## src/rtl/ip_pkg.sv

```systemverilog
// Shared constants and state encoding for the IPv4 header generator.
package ip_pkg;

   localparam int unsigned IP_HDR_BYTES   = 20;
   localparam logic [7:0]  IP_VER_IHL     = 8'h45;
   localparam logic [7:0]  IP_PROTO_UDP   = 8'h11;
   localparam logic [15:0] IP_MAX_PAYLOAD = 16'd65515;

   localparam logic [4:0]  IP_LAST_BYTE   = 5'(IP_HDR_BYTES - 1);
   localparam logic [4:0]  IP_LAST_WORD   = 5'(IP_HDR_BYTES / 2 - 1);

   typedef enum logic [1:0] {IDLE, CSUM, SEND} ip_state_e;

endpackage

```

## src/rtl/ip_csum16.sv

```systemverilog
// 16-bit one's-complement accumulator; the end-around carry is folded in the same cycle
// the word is added, so sum_o is always a folded 16-bit value.
module ip_csum16 (
   input  logic        clk,
   input  logic        rst_n,
   input  logic        clr_i,
   input  logic        en_i,
   input  logic [15:0] word_i,
   output logic [15:0] sum_o
);

   logic [15:0] acc_q, acc_d;
   logic [16:0] raw;

   always_comb begin
      raw   = {1'b0, acc_q} + {1'b0, word_i};
      acc_d = acc_q;
      if (clr_i) begin
         acc_d = '0;
      end else if (en_i) begin
         acc_d = raw[15:0] + {15'd0, raw[16]};
      end
   end

   always_ff @(posedge clk or negedge rst_n) begin
      if (!rst_n) begin
         acc_q <= '0;
      end else begin
         acc_q <= acc_d;
      end
   end

   assign sum_o = acc_q;

endmodule

```

## src/rtl/ip_header_gen.sv

```systemverilog
// IPv4 header generator: sums the header in 10 cycles, then streams 20 bytes MSB-first.
// Optional IP_ID_AUTO_EN replaces the ident input with an internal per-packet counter.
module ip_header_gen
   import ip_pkg::*;
#(
   parameter logic [31:0] SRC_IP   = 32'hC0A80132,
   parameter logic [31:0] DST_IP   = 32'hC0A80164,
   parameter logic [7:0]  TTL      = 8'h40,
   parameter logic [7:0]  PROTOCOL = IP_PROTO_UDP,
   parameter logic        DF       = 1'b1
) (
   input  logic        clk,
   input  logic        rst_n,
   input  logic        start,
   input  logic [15:0] payload_len,
   input  logic [15:0] ident,
   output logic        busy,
   output logic        err,
   output logic [7:0]  ip_data,
   output logic        ip_valid,
   input  logic        ip_ready,
   output logic        ip_last,
   output logic        done
);

   ip_state_e   state_q, state_d;
   logic [4:0]  cnt_q, cnt_d, cnt_inc;
   logic [15:0] len_q, len_d, id_q, id_d;
   logic [7:0]  data_q, data_d;
   logic        valid_q, valid_d, last_q, last_d, busy_q, busy_d;
   logic        err_q, err_d, done_q, done_d;
   logic        csum_clr, csum_en, last_hs;
   logic [15:0] csum_word, csum_sum, csum, next_id;

   function automatic logic [7:0] hdr_byte(input logic [4:0]  idx, input logic [15:0] len,
                                           input logic [15:0] id, input logic [15:0] ck);
      logic [7:0] b;
      case (idx)
         5'd0:    b = IP_VER_IHL;
         5'd1:    b = 8'h00;
         5'd2:    b = len[15:8];
         5'd3:    b = len[7:0];
         5'd4:    b = id[15:8];
         5'd5:    b = id[7:0];
         5'd6:    b = {1'b0, DF, 1'b0, 5'b0};
         5'd7:    b = 8'h00;
         5'd8:    b = TTL;
         5'd9:    b = PROTOCOL;
         5'd10:   b = ck[15:8];
         5'd11:   b = ck[7:0];
         5'd12:   b = SRC_IP[31:24];
         5'd13:   b = SRC_IP[23:16];
         5'd14:   b = SRC_IP[15:8];
         5'd15:   b = SRC_IP[7:0];
         5'd16:   b = DST_IP[31:24];
         5'd17:   b = DST_IP[23:16];
         5'd18:   b = DST_IP[15:8];
         5'd19:   b = DST_IP[7:0];
         default: b = 8'h00;
      endcase
      return b;
   endfunction

   assign csum    = ~csum_sum;
   assign last_hs = (state_q == SEND) && valid_q && ip_ready && (cnt_q == IP_LAST_BYTE);

`ifdef IP_ID_AUTO_EN
   logic [15:0] id_cnt_q, id_cnt_d;
   logic        unused_ident;

   assign unused_ident = ^ident;
   // Advances on the final handshake so a start taken in the done cycle sees the new value.
   assign id_cnt_d     = last_hs ? id_cnt_q + 16'd1 : id_cnt_q;
   assign next_id      = id_cnt_q;

   always_ff @(posedge clk or negedge rst_n) begin
      if (!rst_n) begin
         id_cnt_q <= '0;
      end else begin
         id_cnt_q <= id_cnt_d;
      end
   end
`else
   assign next_id = ident;
`endif

   ip_csum16 u_csum (
      .clk    (clk),
      .rst_n  (rst_n),
      .clr_i  (csum_clr),
      .en_i   (csum_en),
      .word_i (csum_word),
      .sum_o  (csum_sum)
   );

   always_comb begin
      state_d   = state_q;
      cnt_d     = cnt_q;
      len_d     = len_q;
      id_d      = id_q;
      data_d    = data_q;
      valid_d   = valid_q;
      last_d    = last_q;
      busy_d    = busy_q;
      err_d     = 1'b0;
      done_d    = 1'b0;
      csum_clr  = 1'b0;
      csum_en   = 1'b0;
      cnt_inc   = cnt_q + 5'd1;
      // Checksum field is summed as zero while the header words are accumulated.
      csum_word = {hdr_byte({cnt_q[3:0], 1'b0}, len_q, id_q, 16'h0000),
                   hdr_byte({cnt_q[3:0], 1'b1}, len_q, id_q, 16'h0000)};
      unique case (state_q)
         IDLE: begin
            if (start) begin
               if (payload_len > IP_MAX_PAYLOAD) begin
                  err_d = 1'b1;
               end else begin
                  len_d    = payload_len + 16'd20;
                  id_d     = next_id;
                  busy_d   = 1'b1;
                  cnt_d    = '0;
                  csum_clr = 1'b1;
                  state_d  = CSUM;
               end
            end
         end
         CSUM: begin
            csum_en = 1'b1;
            if (cnt_q == IP_LAST_WORD) begin
               cnt_d   = '0;
               data_d  = IP_VER_IHL;
               valid_d = 1'b1;
               state_d = SEND;
            end else begin
               cnt_d = cnt_inc;
            end
         end
         SEND: begin
            if (valid_q && ip_ready) begin
               if (cnt_q == IP_LAST_BYTE) begin
                  valid_d = 1'b0;
                  last_d  = 1'b0;
                  busy_d  = 1'b0;
                  done_d  = 1'b1;
                  data_d  = 8'h00;
                  cnt_d   = '0;
                  state_d = IDLE;
               end else begin
                  cnt_d  = cnt_inc;
                  data_d = hdr_byte(cnt_inc, len_q, id_q, csum);
                  last_d = (cnt_inc == IP_LAST_BYTE);
               end
            end
         end
         default: state_d = IDLE;
      endcase
   end

   always_ff @(posedge clk or negedge rst_n) begin
      if (!rst_n) begin
         state_q <= IDLE;
         cnt_q   <= '0;
         len_q   <= '0;
         id_q    <= '0;
         data_q  <= '0;
         valid_q <= 1'b0;
         last_q  <= 1'b0;
         busy_q  <= 1'b0;
         err_q   <= 1'b0;
         done_q  <= 1'b0;
      end else begin
         state_q <= state_d;
         cnt_q   <= cnt_d;
         len_q   <= len_d;
         id_q    <= id_d;
         data_q  <= data_d;
         valid_q <= valid_d;
         last_q  <= last_d;
         busy_q  <= busy_d;
         err_q   <= err_d;
         done_q  <= done_d;
      end
   end

   assign busy     = busy_q;
   assign err      = err_q;
   assign ip_data  = data_q;
   assign ip_valid = valid_q;
   assign ip_last  = last_q;
   assign done     = done_q;

endmodule

```

## config.mk

```make
export PLATFORM = sky130hd
export DESIGN_NAME = ip_header_gen
export DESIGN_NICKNAME = d
export VERILOG_FILES = /design/src/rtl/ip_pkg.sv /design/src/rtl/ip_csum16.sv /design/src/rtl/ip_header_gen.sv
export SDC_FILE = /design/constraint.sdc
export NUM_CORES = 1
export LEC_CHECK = 0
export BUFFER_PORTS_ARGS = -buffer_cell sky130_fd_sc_hd__buf_2
export CORE_MARGIN = 4
export CORE_UTILIZATION = 55
export CTS_BUF_LIST = sky130_fd_sc_hd__clkbuf_4
export DETAILED_ROUTE_END_ITERATION = 8
export PLACE_DENSITY = 0.86
export SLEW_MARGIN = 5
export SYNTH_ARGS = -nofsm -noshare
export SYNTH_HDL_FRONTEND = slang
export SYNTH_SLANG_ARGS = --single-unit
```

## constraint.sdc

```tcl
create_clock -name clk -period 4.6 [get_ports clk]
set_input_delay 0 -clock clk [delete_from_list [all_inputs] [get_ports clk]]
set_output_delay 0 -clock clk [all_outputs]
set_load 0.01 [all_outputs]
```

Word-level counts from Yosys, hierarchy flattened

Cells that the tools add are included.

Word-level logic and storage cells: 113
Input port bits: 36
Output and inout port bits: 13
Register bits: 68

Bitwise operators: 2
Reductions and logical operators: 22
Mux-type cells: 39
Order comparisons: 1
Add/sub/neg operators: 4
Equality and inequality tests: 34

Operators by type and width:

| cell                    | number |
|---|---|
| $pmux W8 S14            | 1 |
| $pmux W8 S6             | 2 |
| $eq A5 B4 Y1 const B    | 9 |
| $mux W16                | 2 |
| $eq A5 B5 Y1 const B    | 5 |
| $mux W5                 | 5 |
| $mux W8                 | 3 |
| $add A16 B16 Y17        | 1 |
| $add A16 B1 Y16         | 1 |
| $add A16 B5 Y16 const B | 1 |
| $gt A16 B16 Y1 const B  | 1 |
| $mux W1                 | 16 |
| $not A16 Y16            | 1 |
| $pmux W8 S2             | 1 |
| $eq A5 B3 Y1 const B    | 3 |
| $pmux W5 S3             | 1 |
| $reduce_or A2 Y1        | 7 |
| $eq A4 B3 Y1 const B    | 3 |
| $eq A5 B2 Y1 const B    | 2 |
| $mux W2                 | 5 |
| $reduce_and A5 Y1       | 2 |
| $eq A4 B2 Y1 const B    | 2 |
| $eq A4 B4 Y1 const B    | 2 |
| $reduce_and A4 Y1       | 2 |
| other kinds (17)        | 24 |

Logic depth before layout (Yosys ltp)

Gate-level depths: netlist of the first run.

Word-level depth: 7
Depth in mapped cells: 26
Depth with buffers taken out: 23

By module

From an unflattened synthesis of the first run, not the netlist that was laid out.

Cells, all modules: 692
Area, all modules: 5700.5 um2

Modules (own cells, without submodules):

| module        | cells an instance | seq. area each (um2) | times used | area an instance (um2) |
|---|---|---|---|---|
| ip_header_gen | 483               | 1301.2               | 1          | 3870.0 |
| ip_csum16     | 209               | 400.4                | 1          | 1830.5 |

Worst setup path after synthesis of the first run

No wires, ideal clock.

Path kind: flip-flop to flip-flop
Start: register cnt_q[0]
End: register u_csum.acc_q[14] (netlist: u_csum.sum_o[14])
Cell stages (with the launch flop): 25
Data required time: 4501 ps
Arrival time: 4972 ps
Period minus slack after synthesis: 5071 ps
Setup slack: -471 ps
Path buffers: 2
Setup time: 99 ps
Cells stage by stage: dfrtp_1 inv_1 ha_1 clkbuf_1 nor2b_1 nand2_1 o21ai_0 a221o_1 ha_1 and3_1 a221oi_2 o211a_1 o31ai_1 a21oi_2 nor2b_1 o21ai_0 nand2b_1 ha_1 nand3_1 or4b_1 buf_2 a21oi_4 nand2_2 or4_1 a311oi_1

Word-level cells in the longest chain between the ends: 7
Elaborated cells on any way between the ends: 18
Those cells by class: add/sub: 2; eq/ne: 8; mux: 4; reduce/logical: 4

RTL lines:

| element                                    | line                 | text |
|---|---|---|
| from (decl)                                | ip_header_gen.sv:27  | `logic [4:0] cnt_q, cnt_d, cnt_inc;` |
| from (signal assigned)                     | ip_header_gen.sv:174 | `cnt_q <= cnt_d;` |
| $eq A4 B4 Y1, or another cell as far along | ip_header_gen.sv:38  | `case (idx)` |
| $reduce_or A2 Y1 (no source line)          | -                    |  |
| $pmux W8 S6                                | ip_header_gen.sv:38  |  |
| $add A16 B16 Y17 (*)                       | ip_csum16.sv:16      | `raw = {1'b0, acc_q} + {1'b0, word_i};` |
| $add A16 B1 Y16 (*)                        | ip_csum16.sv:21      | `acc_d = raw[15:0] + {15'd0, raw[16]};` |
| $mux W16 (*)                               | ip_csum16.sv:20      | `end else if (en_i) begin` |
| $mux W16 (*)                               | ip_csum16.sv:18      | `if (clr_i) begin` |
| to (signal assigned)                       | ip_csum16.sv:27      | `acc_q <= '0;` |
| to (signal assigned)                       | ip_csum16.sv:29      | `acc_q <= acc_d;` |
| to (decl)                                  | ip_csum16.sv:12      | `logic [15:0] acc_q, acc_d;` |

Every way passes the cells marked *; elsewhere a longest branch is shown, timed or not. The select of a mux whose other input is x is not followed.
A chain may end at the register's enable or synchronous reset.

Worst setup path after layout of the first run

Ends and elaborated chain as after synthesis.

==> load_flow_metrics.sql, run 1 <==
INSERT INTO impl_metrics (metric_group, metric, value, unit) VALUES
('logic_synthesis', 'yosys_warnings', '0', ''),
('global_route', 'number_of_global_route_vias_before_repair', '5185', ''),
('cts', 'cts_buffers', '9', ''),
('routing', 'vias', '5280', ''),
('sta', 'setup_viol', '3', ''),
('logic_synthesis', 'synth-async-reset-ratio', '100', '%'),
('placement', 'dpl.cell_count', '765', ''),
('cells_and_area', 'commonest_non_fill_non_tap_cell_in_the_layout', 'nand2_1', ''),
('cts', 'ctsLongestPathBuffers', '2', ''),
('worst_setup_path', 'worst-path-max-fanout', '6', ''),
('sta', 'finalHoldViolations', '0', ''),
('sta', 'achievable-frequency', '211', 'MHz'),
('placement', 'placedInstanceArea', '5600', 'sq um'),
('routing', 'drt_iter0_drc', '369', ''),
('worst_setup_path', 'arrival', '5110', 'ps'),
('cts', 'cts_tree', 'done', ''),
('floorplanning', 'row_count', '34', ''),
('routing', 'maxUsedRoutingLayer', 'met4', ''),
('placement', 'pre_cts_slack', '-245', 'ps'),
('global_route', 'pin_count_of_the_biggest_net_entering_global_routing', '69', ''),
('cells_and_area', 'post-route-cell-area', '6390', 'sq um'),
('sta', 'worst_clock_skew', '19.8', 'ps'),
('routing', 'route.met3.wl', '1270', 'um'),
('routing', 'route.detailed.drc', '0', ''),
('cts', 'worst_setup_hold_path_clk_slew', '130', 'ps'),
('placement', 'place_congestion', '0.974', ''),
('routing', 'dr.pass1.iters', '6', ''),
('global_route', 'antenna_violations_before_repair', '0', ''),
('logic_synthesis', 'synth_enable_flop_cells', '0', ''),
('logic_synthesis', 'post_synth_num_cell_types', '62', ''),
('cts', 'clock_insertion_delay_worst_skew', '450', 'ps'),
('floorplanning', 'starting_utilization_of_the_core_area', '56.9', '%'),
('cells_and_area', 'layout.cells.most_common_list', 'nand2_1 (120), dfrtp_1 (67), buf_2 (48), buf_4 (48), o21ai_0 (44)', ''),
('logic_synthesis', 'largest_area_contributor_in_the_netlist', 'dfrtp_1', ''),
('routing', 'vias_per_cell', '6.32', ''),
('placement', 'dp.final_hpwl', '11600', 'um'),
('status', 'failed_checks', 'setup timing', ''),
('pwr', 'worst_ir_drop_vdd', '0.000293', 'V'),
('cells_and_area', 'insertedDiodeCount', '0', ''),
('sta', 'least_setup_slack_across_all_paths_after_layout', '-149', 'ps'),
('pwr', 'power.density_cell_area', '581', 'nW/um^2'),
('routing', 'wl', '16700', 'um'),
('cts', 'clock_sink_count', '68', ''),
('routing', 'wl_per_cell', '19.9', 'um'),
('pwr', 'total_power', '3.72', 'mW'),
('floorplanning', 'die_h', '103', 'um'),
('worst_setup_path', 'critical_path.endpoint_type', 'flop', ''),
('placement', 'numPortBuffers', '48', ''),
('global_route', 'global_route_wire_length_before_repair', '25700', 'um'),
('worst_setup_path', 'cp.required', '4960', 'ps'),
('logic_synthesis', 'synth_sequential_area_ratio', '34.0', '%'),
('logic_synthesis', 'synthesis.area', '5010', 'sq um'),
('worst_setup_path', 'timing_worst_setup_path_type', 'flop to flop', ''),
('logic_synthesis', 'synthesis.instances', '605', ''),
('sta', 'final_period_minus_worst_setup_slack', '4750', 'ps'),
('cells_and_area', 'drive_above_1_share', '22.8', '%'),
('sta', 'timing.max_slew.rel_slack', '30.3', '%'),
('logic_synthesis', 'yosysTopAreaCellShare', '34.0', '%'),
('global_route', 'grt_usage', '31.2', '%'),
('floorplanning', 'die_x', '103', 'um'),
('sta', 'tightest_slew', '1040', 'ps'),
('worst_hold_path', 'min-delay-path-class', 'input port to async pin', ''),
('logic_synthesis', 'netlist_top_cells_area', 'dfrtp_1 (34%), nand2_1 (9.1%), ha_1 (7.5%), o21ai_0 (4.8%), a21oi_1 (3.2%)', ''),
('cts', 'clock_tree_root', 'clkbuf_4', ''),
('logic_synthesis', 'avgSynthCellArea', '8.28', 'sq um'),
('routing', 'final_antenna_net_count', '0', ''),
('routing', 'route.layer.met1.wl', '6590', 'um'),
('floorplanning', 'io-pin-count', '49', ''),
('status', 'outcome', 'complete, but fails checks', ''),
('sta', 'unrepaired_setup_endpoints_after_global_routing', 'true', ''),
('cells_and_area', 'area_delta_synth_final', '27.6', '%');
==> flip-flops by register name, indices dropped and copies added, names as in the netlist <==
name	cells
u_csum.sum_o	16
id_q	16
busy	1
err	1
cnt_q	5
ip_last	1
ip_data	8
len_q	16
done	1
ip_valid	1
state_q	2
==> synth_stat cells (6+ instances only) <==
library cell,number
and3_1,7
nor2_1,33
nand3_1,20
nand4_1,8
nor3_1,10
a211oi_1,11
a22o_1,14
o31ai_1,7
o21ai_0,48
nand2b_1,7
xor2_1,15
nand2_1,122
dfrtp_1,68
inv_1,14
nor2b_1,6
a221oi_1,6
a21o_1,7
clkbuf_1,26
xnor2_1,18
ha_1,30
or2_2,6
and2_1,6
a21oi_1,32
==> cell type report <==
| class | count | area [sq um] |
|---|---|---|
| clock buffer | 10 | 75.1 |
| clock inverter | 6 | 88.8 |
| fill | 675 | 2410 |
| inverter | 14 | 52.6 |
| multi-input combinational | 492 | 3310 |
| sequential | 68 | 1700 |
| tap | 108 | 135 |
| timing repair buffer | 137 | 1030 |
==> report_power, final <==
group | switching, mW | total [mW] | internal, mW
Clock | 0.244 | 0.470 | 0.226
Sequential | 0.288 | 1.10 | 0.813
Combinational | 1.23 | 2.15 | 0.915
Total | 1.76 | 3.72 | 1.95
==> critical path, stage by stage, from the launching register on <==
cell      delay [ps]
dfrtp_1          450
buf_6            140
ha_4             170
and2_4           150
a221o_1          380
ha_4             280
and3_4           200
a221oi_4          70
o211a_1          260
o31ai_2          260
a21oi_2          100
nor2b_1          130
o21ai_1           70
nand2b_1         130
ha_2             200
nand3_2           80
or4b_4           560
buf_6            140
a21oi_4          120
nand2_2           70
or4_1            430
a311oi_1         260
==> metal layers <==
| metal | vias to the layer above | GRT usage [%] |
|---|---|---|
| met5 | - | 0 |
| met4 | 0 | 14.7 |
| met3 | 61 | 5.97 |
| met2 | 287 | 53.0 |
| met1 | 2500 | 38.0 |
| li1 | 2432 | - |
==> metrics by stage <==
| stage | util [%] | hold slack, ps | TNS [ps] |
|---|---|---|---|
| after floorplan | - | -296 | -206 |
| after global placement | 63.6 | 188 | 0 |
| after detailed placement | 63.6 | 194 | -585 |
| after CTS | 71.1 | 269 | -32.1 |
| after global routing | 72.6 | 294 | -1580 |
| final | 72.6 | 249 | -324 |
==> path summary, 6_finish.rpt <==
kind	startpoint	end	slack, ps	cells after the start
setup / recovery	cnt_q[0]	u_csum.sum_o[14]	-150	21
max in group asynchronous	rst_n	len_q[12]	3740	3
hold / removal	rst_n	len_q[8]	250	3
hold reg to reg	ip_last	ip_last	510	2
setup reg to reg	cnt_q[0]	u_csum.sum_o[14]	-150	21
min in group clk	ident[8]	id_q[8]	270	4
==> timing repair <==
item,CTS,global route
cloned,0,0
endpoints found under the setup margin,6,10
buffers inserted,11,7
pin swaps,17,19
hold buffers,36,0
gates resized for setup,15,19
hold endpoints to repair,105,0
==> logic make-up (layout without fill, tap and decap cells) <==
kind of cell | count (synthesis) | in the layout | share of synthesized area [%]
AND/OR/NAND/NOR | 247 | 247 | 22.9
AO/OA/AOI/OAI | 176 | 176 | 24.6
flip-flops | 68 | 68 | 34.0
buffers and inverters | 45 | 167 | 3.57
XOR/XNOR | 34 | 34 | 6.32
adder cells (fa/ha/maj) | 31 | 31 | 7.89
multiplexers | 4 | 4 | 0.824
(Power assumes the default switching activity.)
==> run 2: changes to the inputs <==
--- a/config.mk
+++ b/config.mk
@@ -5,13 +5,14 @@
 export SDC_FILE = /design/constraint.sdc
 export NUM_CORES = 1
 export LEC_CHECK = 0
-export BUFFER_PORTS_ARGS = -buffer_cell sky130_fd_sc_hd__buf_2
 export CORE_MARGIN = 4
 export CORE_UTILIZATION = 55
 export CTS_BUF_LIST = sky130_fd_sc_hd__clkbuf_4
 export DETAILED_ROUTE_END_ITERATION = 8
-export PLACE_DENSITY = 0.86
+export DONT_BUFFER_PORTS = 1
+export PLACE_DENSITY = 0.81
 export SLEW_MARGIN = 5
 export SYNTH_ARGS = -nofsm -noshare
 export SYNTH_HDL_FRONTEND = slang
+export SYNTH_HIERARCHICAL = 1
 export SYNTH_SLANG_ARGS = --single-unit
==> run 2 against run 1 <==
The run still ends with setup timing left. Clock-buffer cell count is 1 lower. Routed wire length is 17% higher. Worst hold slack worse by 210 ps. First-iteration DRC count is 130% higher. Utilization is 2.4 points lower. Sequential cell count stayed put. Synthesized cell count is 14% higher. Final cell count is 9.5% higher. Maximum frequency is 2.8% lower. Critical path depth is 2 higher. Largest power group unchanged. Highest routed layer unchanged.
==> load_flow_metrics.sql, run 2 <==
INSERT INTO impl_metrics (metric_group, metric, value, unit) VALUES
('global_route', 'pin_count_of_the_biggest_net_entering_global_routing', '69', ''),
('logic_synthesis', 'yosys_warnings', '6', ''),
('sta', 'final_period_minus_worst_setup_slack', '4880', 'ps'),
('worst_setup_path', 'critical_path.endpoint_type', 'flop', ''),
('pwr', 'leakage', '3.03', 'nW'),
('cts', 'clock_tree_root', 'clkbuf_4', ''),
('worst_hold_path', 'min-delay-path-class', 'input port to flop', ''),
('global_route', 'number_of_global_route_vias_before_repair', '5872', ''),
('floorplanning', 'starting_utilization_of_the_core_area', '57.3', '%'),
('logic_synthesis', 'yosysTopAreaCellShare', '29.9', '%'),
('sta', 'worst_clock_skew', '31.5', 'ps'),
('cts', 'clock_insertion_delay_worst_skew', '440', 'ps'),
('worst_setup_path', 'startpoint_type', 'flop', ''),
('cells_and_area', 'commonest_non_fill_non_tap_cell_in_the_layout', 'nand2_1', ''),
('logic_synthesis', 'synth_sequential_area_ratio', '29.9', '%'),
('global_route', 'grt_usage', '33.4', '%'),
('cells_and_area', 'layout.cells.most_common_list', 'nand2_1 (125), buf_4 (72), dfrtp_1 (66)', ''),
('cts', 'worst_setup_hold_path_clk_slew', '120', 'ps'),
('cells_and_area', 'drive_above_1_share', '19.7', '%'),
('logic_synthesis', 'netlist_top_cells_area', 'dfrtp_1 (30%), nand2_1 (8.2%), ha_1 (6.8%), nor2_1 (3.5%), xnor2_1 (3.1%)', ''),
('pwr', 'sequentialPowerShare', '27.7', '%'),
('logic_synthesis', 'synth-async-reset-ratio', '100', '%'),
('logic_synthesis', 'synth_enable_flop_cells', '0', ''),
('logic_synthesis', 'yosysMostFrequentCell', 'nand2_1', ''),
('pwr', 'power.share.clock', '9.9', '%'),
('logic_synthesis', 'largest_area_contributor_in_the_netlist', 'dfrtp_1', ''),
('worst_setup_path', 'timing_worst_setup_path_type', 'flop to flop', ''),
('worst_hold_path', 'hold_depth', '3', ''),
('worst_setup_path', 'worstSetupStartpoint', 'cnt_q[1]', ''),
('status', 'outcome', 'complete, but fails checks', ''),
('logic_synthesis', 'netlist_top_cells_count', 'nand2_1 (125), dfrtp_1 (68), nor2_1 (53)', ''),
('global_route', 'antenna_violations_before_repair', '0', ''),
('flow_run', 'max_cap_violations', '0', ''),
('routing', 'vias_per_cell', '6.56', ''),
('sta', 'tightest_slew', '862', 'ps'),
('logic_synthesis', 'synthesis.area', '5700', 'sq um'),
('routing', 'wl', '19500', 'um'),
('worst_setup_path', 'cp.required', '4930', 'ps'),
('cts', 'clock_sink_count', '68', ''),
('worst_setup_path', 'crit-reg2reg-launch', 'cnt_q[1]', ''),
('global_route', 'global_route_wire_length_before_repair', '30700', 'um'),
('sta', 'unrepaired_setup_endpoints_after_global_routing', 'true', ''),
('placement', 'dpl.cell_count', '842', ''),
('placement', 'dp.final_hpwl', '13000', 'um'),
('sta', 'least_setup_slack_across_all_paths_after_layout', '-284', 'ps'),
('cts', 'cts_buffers', '9', ''),
('cts', 'cts_tree', 'done', ''),
('logic_synthesis', 'avgSynthCellArea', '8.24', 'sq um'),
('cells_and_area', 'area_delta_synth_final', '22.7', '%'),
('worst_setup_path', 'arrival', '5210', 'ps'),
('routing', 'vias', '5997', ''),
('worst_setup_path', 'rr_worst_depth', '23', ''),
('cts', 'ctsHtreeMaxLevel', '3', ''),
('pwr', 'worst_ir_drop_vdd', '0.000497', 'V'),
('pwr', 'power.density_cell_area', '579', 'nW/um^2'),
('sta', 'totalNegativeSetupSlack', '-952', 'ps'),
('sta', 'drv_slew', '0', ''),
('worst_setup_path', 'worst-path-max-fanout', '3', ''),
('logic_synthesis', 'syn_nets', '760', ''),
('sta', 'achievable-frequency', '205', 'MHz'),
('cells_and_area', 'nNetsFinal', '844', ''),
('cells_and_area', 'insertedDiodeCount', '0', ''),
('sta', 'min_period_over_period', '106', '%'),
('floorplanning', 'die_h', '110', 'um'),
('floorplanning', 'io-pin-count', '49', ''),
('logic_synthesis', 'synthesis.instances', '692', ''),
('logic_synthesis', 'post_synth_num_cell_types', '87', ''),
('logic_synthesis', 'synthFlopType', 'dfrtp_1', ''),
('pwr', 'cellInternalPower', '2.05', 'mW'),
('sta', 'finalHoldViolations', '0', ''),
('placement', 'pre_cts_slack', '-303', 'ps'),
('cells_and_area', 'fin_cells', '914', ''),
('routing', 'route.detailed.drc', '0', ''),
('floorplanning', 'placeableCoreArea', '9950', 'sq um'),
('floorplanning', 'row_count', '36', ''),
('cts', 'ctsLongestPathBuffers', '2', ''),
('logic_synthesis', 'ys_seq_elements', '68', ''),
('global_route', 'grt_remaining_overflow', '0', ''),
('pwr', 'total_power', '4.05', 'mW'),
('floorplanning', 'die_area', '12100', 'sq um'),
('floorplanning', 'die_x', '110', 'um'),
('pwr', 'power.switching', '1.99', 'mW'),
('routing', 'wl_per_cell', '21.4', 'um'),
('sta', 'setup_viol', '6', ''),
('placement', 'numPortBuffers', '0', ''),
('status', 'failed_checks', 'setup timing', ''),
('worst_hold_path', 'hold_start', 'payload_len[3]', ''),
('sta', 'timing.max_slew.rel_slack', '42.5', '%'),
('routing', 'final_antenna_net_count', '0', ''),
('routing', 'drt_iter0_drc', '851', ''),
('pwr', 'power_switching_share', '49.3', '%'),
('placement', 'place_congestion', '0.980', ''),
('pwr', 'comb_power_share', '62.4', '%'),
('routing', 'dr.pass1.iters', '6', '');
-- run 2: cell count changes after synthesis, moves of 8 or more --
cell	delta
clkbuf_1	-15
nand3_1	-8
buf_4	+10
o21ai_1	+27
buf_2	+14
o21ai_0	-29
inv_1	+8
nor2_1	+20
-- run 2: worst paths after layout --
path / end / slack (ps)
max in group asynchronous: cnt_q[1] / 4190
max: u_csum/sum_o[14] / -280
max reg2reg: u_csum/sum_o[14] / -280
min: len_q[4] / 30
min in group asynchronous: len_q[13] / 120
min reg2reg: len_q[15] / 560
-- run 2: through the flow --
step	instance area (sq um)	hold WS (ps)	util, %
2_1_floorplan	5880	-296	-
3_3_place_gp	6160	-294	61.9
3_5_place_dp	6160	-294	61.9
4_1_cts	6860	0.809	68.9
5_1_grt	6990	68.3	70.3
6_report	6990	34.1	70.3
-- run 2: cell type report --
type	instances	area, sq um
multi-input combinational	557	3890
timing repair buffer	116	1000
tap	133	166
inverter	24	97.6
sequential	68	1700
clock inverter	7	66.3
clock buffer	9	67.6
fill	689	2960
-- run 2: per-layer routing --
metal  routed length [um]  track usage [%]  vias to the layer above  part of all wire (%)
met5                    0                0                        -                     0
met4                  596             12.1                        0                   3.1
met3                 1830             6.64                       70                   9.4
met2                 9630             57.0                      405                    49
met1                 7470             41.7                     2876                    38
li1                     -                -                     2646                     -
-- run 2: logic make-up (layout without fill, tap and decap cells) --
group,after synthesis,in the layout,synth area share [%]
XOR/XNOR,33,33,5.07
AND/OR/NAND/NOR,277,277,23.6
AO/OA/AOI/OAI,203,203,26.1
flip-flops,68,68,29.9
multiplexers,12,12,2.15
adder cells (fa/ha/maj),32,32,7.16
buffers and inverters,67,156,6.01
-- run 2: critical path, stage by stage, from the launching register on --
cell and delay (ps):
dfrtp_2 470, inv_4 100, ha_4 150, inv_4 40, a211oi_2 220, ha_2 220
inv_2 40, fa_2 410, nor2b_4 130, o2111ai_2 130, a31oi_2 220, a221o_1 210
a21o_1 120, a21o_1 120, a21oi_2 70, o21bai_2 150, ha_2 190, nor2b_4 140
and2_4 150, and4_4 240, nand3_4 80, or4_4 460, or4_1 430, a311oi_1 280
-- run 2: timing repair --
action | in CTS | in global routing
pin swaps | 14 | 14
buffers inserted | 10 | 7
gates cloned | 0 | 0
endpoints found under the hold margin | 108 | 0
resized for setup | 8 | 18
setup endpoints to repair | 4 | 11
hold buffers | 43 | 0
-- run 2: power groups by stage --
stage | combinational, mW | sequential, mW | clock [mW]
6_report | 2.53 | 1.12 | 0.402
5_1_grt | 2.71 | 1.13 | 0.432
4_1_cts | 2.31 | 1.09 | 0.401
3_5_place_dp | 2.20 | 1.10 | 0
3_3_place_gp | 2.10 | 1.10 | 0
2_1_floorplan | 1.66 | 0.978 | 0
==> run 3: changes to the inputs <==
--- a/config.mk
+++ b/config.mk
@@ -5,12 +5,14 @@
 export SDC_FILE = /design/constraint.sdc
 export NUM_CORES = 1
 export LEC_CHECK = 0
+export CELL_PAD_IN_SITES_DETAIL_PLACEMENT = 0
+export CELL_PAD_IN_SITES_GLOBAL_PLACEMENT = 1
 export CORE_MARGIN = 4
-export CORE_UTILIZATION = 55
+export CORE_UTILIZATION = 46
 export CTS_BUF_LIST = sky130_fd_sc_hd__clkbuf_4
 export DETAILED_ROUTE_END_ITERATION = 8
 export DONT_BUFFER_PORTS = 1
-export PLACE_DENSITY = 0.81
+export PLACE_DENSITY = 0.88
 export SLEW_MARGIN = 5
 export SYNTH_ARGS = -nofsm -noshare
 export SYNTH_HDL_FRONTEND = slang
==> run 3 against run 2 <==
Final cell count increased by 4.7%. Die area increased by 18%. Worst setup slack got worse by 90 ps. Sequential power about the same. Combinational power decreased by 4%. Maximum frequency decreased by 1.8%. Clock-buffer cell count unchanged. Power decreased by 2.0%. Highest routed layer unchanged. Via count decreased by 4.4%. Sequential cell count unchanged. Worst hold slack got worse by 14 ps. Largest cell class unchanged. Routed wire length decreased by 3.8%. The run still ends with setup timing left.
==> load_flow_metrics.sql, run 3 (synthesis results as in run 2) <==
INSERT INTO impl_metrics (metric_group, metric, value, unit) VALUES
('sta', 'tightest_slew', '868', 'ps'),
('cells_and_area', 'commonest_non_fill_non_tap_cell_in_the_layout', 'nand2_1', ''),
('global_route', 'grt_usage', '26.2', '%'),
('cells_and_area', 'multiInputGateArea', '3820', 'sq um'),
('flow_run', 'max_cap_violations', '0', ''),
('floorplanning', 'die_x', '119', 'um'),
('worst_setup_path', 'timing.critical_path.buf_inv', '2', ''),
('worst_setup_path', 'critical-path-max-stage-delay', '480', 'ps'),
('worst_setup_path', 'arrival', '5310', 'ps'),
('worst_setup_path', 'critical_path.endpoint_type', 'flop', ''),
('floorplanning', 'die_area', '14200', 'sq um'),
('sta', 'timing.max_slew.rel_slack', '42.0', '%'),
('routing', 'final_antenna_net_count', '0', ''),
('cts', 'clock_insertion_delay_worst_skew', '440', 'ps'),
('placement', 'numPortBuffers', '0', ''),
('cts', 'ctsHtreeMaxLevel', '3', ''),
('cts', 'clock_sink_count', '68', ''),
('pwr', 'leakage', '3.06', 'nW'),
('sta', 'achievable-frequency', '201', 'MHz'),
('cells_and_area', 'area_delta_synth_final', '23.2', '%'),
('cells_and_area', 'nNetsFinal', '851', ''),
('status', 'outcome', 'complete, but fails checks', ''),
('pwr', 'sequentialPowerShare', '28.3', '%'),
('global_route', 'antenna_violations_before_repair', '1', ''),
('routing', 'drt_iter0_drc', '451', ''),
('worst_hold_path', 'min-delay-path-class', 'input port to flop', ''),
('pwr', 'power_switching_share', '48.4', '%'),
('routing', 'vias', '5735', ''),
('pwr', 'worst_ir_drop_vdd', '0.000373', 'V'),
('routing', 'vias_per_cell', '5.99', ''),
('floorplanning', 'placeableCoreArea', '12100', 'sq um'),
('sta', 'drv_slew', '0', ''),
('placement', 'dpl.cell_count', '883', ''),
('cells_and_area', 'drive_above_1_share', '19.3', '%'),
('cells_and_area', 'fin_cells', '957', ''),
('cells_and_area', 'regArea', '1700', 'sq um'),
('cells_and_area', 'final.fill_count', '1053', ''),
('pwr', 'cellInternalPower', '2.05', 'mW'),
('global_route', 'number_of_global_route_vias_before_repair', '5566', ''),
('cells_and_area', 'layout.cells.most_common_list', 'nand2_1 (125), buf_4 (78), dfrtp_1 (66)', ''),
('worst_setup_path', 'crit_path_cell_trace', 'inv_4 -> ha_4 -> a221oi_2 -> a211oi_2 -> ha_2 -> inv_2 -> fa_2 -> nor2b_4 -> o2111ai_4 -> a31oi_2 -> a221o_1 -> a21o_1 -> a21o_1 -> a21oi_1 -> o21bai_1 -> ha_2 -> nor2b_4 -> and2_4 -> and4_4 -> nand3_2 -> or4_4 -> or4_4 -> a311oi_2', ''),
('floorplanning', 'die_h', '119', 'um'),
('pwr', 'comb_power_share', '61.6', '%'),
('cells_and_area', 'finalCoreUtilization', '58.2', '%'),
('routing', 'wl_per_cell', '19.6', 'um'),
('sta', 'totalNegativeSetupSlack', '-1090', 'ps'),
('cts', 'clock_tree_root', 'clkbuf_4', ''),
('worst_setup_path', 'slowest_stage', 'dfrtp_2', ''),
('sta', 'min_period_over_period', '108', '%'),
('placement', 'dp.final_hpwl', '13700', 'um'),
('global_route', 'pin_count_of_the_biggest_net_entering_global_routing', '69', ''),
('placement', 'place_congestion', '0.957', ''),
('routing', 'wl', '18800', 'um'),
('routing', 'route.detailed.drc', '0', ''),
('pwr', 'total_power', '3.97', 'mW'),
('sta', 'worst_clock_skew', '23.0', 'ps'),
('pwr', 'power.density_cell_area', '565', 'nW/um^2'),
('sta', 'setup_viol', '5', ''),
('floorplanning', 'io-pin-count', '49', ''),
('cts', 'worst_setup_hold_path_clk_slew', '140', 'ps'),
('worst_setup_path', 'cp.required', '4930', 'ps'),
('cts', 'cts_tree', 'done', ''),
('worst_setup_path', 'timing_worst_setup_path_type', 'flop to flop', ''),
('floorplanning', 'starting_utilization_of_the_core_area', '47.3', '%'),
('pwr', 'power.share.clock', '10.1', '%'),
('worst_setup_path', 'crit_family', 'compound AO/OA/AOI/OAI gates', ''),
('sta', 'unrepaired_setup_endpoints_after_global_routing', 'true', ''),
('sta', 'final_period_minus_worst_setup_slack', '4970', 'ps'),
('worst_setup_path', 'startpoint_type', 'flop', ''),
('routing', 'dr.pass1.iters', '5', ''),
('cts', 'cts_buffers', '9', ''),
('sta', 'least_setup_slack_across_all_paths_after_layout', '-375', 'ps'),
('cts', 'ctsLongestPathBuffers', '2', ''),
('floorplanning', 'row_count', '40', ''),
('global_route', 'global_route_wire_length_before_repair', '29400', 'um'),
('sta', 'finalHoldViolations', '0', ''),
('pwr', 'power.switching', '1.92', 'mW'),
('global_route', 'grt_remaining_overflow', '0', ''),
('worst_setup_path', 'worst-path-max-fanout', '4', ''),
('status', 'failed_checks', 'setup timing', '');
-- run 3: cell types whose count changed in the layout (fill, tap and decap cells not counted), moves of 2 or more --
cell	before	now
a221oi_2	0	2
ha_1	23	25
a311oi_2	0	2
a311oi_1	3	1
buf_4	72	78
dlygate4sd3_1	42	44
a21oi_2	2	0
a211oi_1	13	15
clkinv_4	0	2
a221oi_4	3	1
-- run 3: timing repair --
| action | 4_1_cts | 5_1_grt |
|---|---|---|
| setup buffers | 8 | 4 |
| setup endpoints to repair | 6 | 10 |
| gates resized for setup | 4 | 10 |
| endpoints found under the hold margin | 110 | 0 |
| hold buffers | 45 | 0 |
| pin swaps | 10 | 1 |
-- run 3: path summary, 6_finish.rpt --
| kind | from | end | slack, ps | cells after the start |
|---|---|---|---|---|
| worst max-delay path | cnt_q[1] | u_csum/sum_o[14] | -370 | 23 |
| worst min-delay path | payload_len[10] | len_q[11] | 20 | 4 |
| worst max register to register | cnt_q[1] | u_csum/sum_o[14] | -370 | 23 |
| worst min register to register | id_q[11] | id_q[11] | 520 | 2 |
| max in group asynchronous | rst_n | len_q[9] | 4210 | 2 |
| min in group asynchronous | rst_n | cnt_q[1] | 70 | 2 |
-- run 3: tightest hold or removal path, cell delays in order --
cell     delay, ps
and3_4         170
nand2_1         70
xor2_1          60
o21ai_1        100
-- run 3: cell type report --
type	instances	share of cell area, %
Sequential cell	68	24.3
Clock buffer	9	0.962
Antenna cell	1	0.0356
Multi-Input combinational cell	557	54.4
Tap cell	168	2.99
Timing Repair Buffer	123	15.0
Inverter	24	1.39
Clock inverter	7	0.962
-- run 3: metal layers --
metal	up-vias	part of all wire (%)	global-route usage, %
li1	2675	-	-
met5	-	0	0
met1	2726	43	36.2
met3	63	9.0	5.27
met2	271	44	39.6
met4	0	4.0	11.5
-- run 3: power groups by stage --
| stage | combinational (mW) | clock [mW] | sequential, mW |
|---|---|---|---|
| 5_1_grt | 2.67 | 0.441 | 1.13 |
| 4_1_cts | 2.31 | 0.406 | 1.10 |
| 3_5_place_dp | 2.22 | 0 | 1.12 |
| 6_report | 2.44 | 0.402 | 1.12 |
| 3_3_place_gp | 2.16 | 0 | 1.12 |
| 2_1_floorplan | 1.66 | 0 | 0.978 |
-- run 3: per-stage QoR --
stage | hold WS [ps] | worst slack, ps | cell area, sq um
floorplan | -296 | -400 | 5880
global route | 22.7 | -524 | 7030
CTS | 0.656 | -214 | 6930
detailed placement | -294 | -345 | 6250
global placement | -294 | -196 | 6250
finish | 19.6 | -375 | 7030
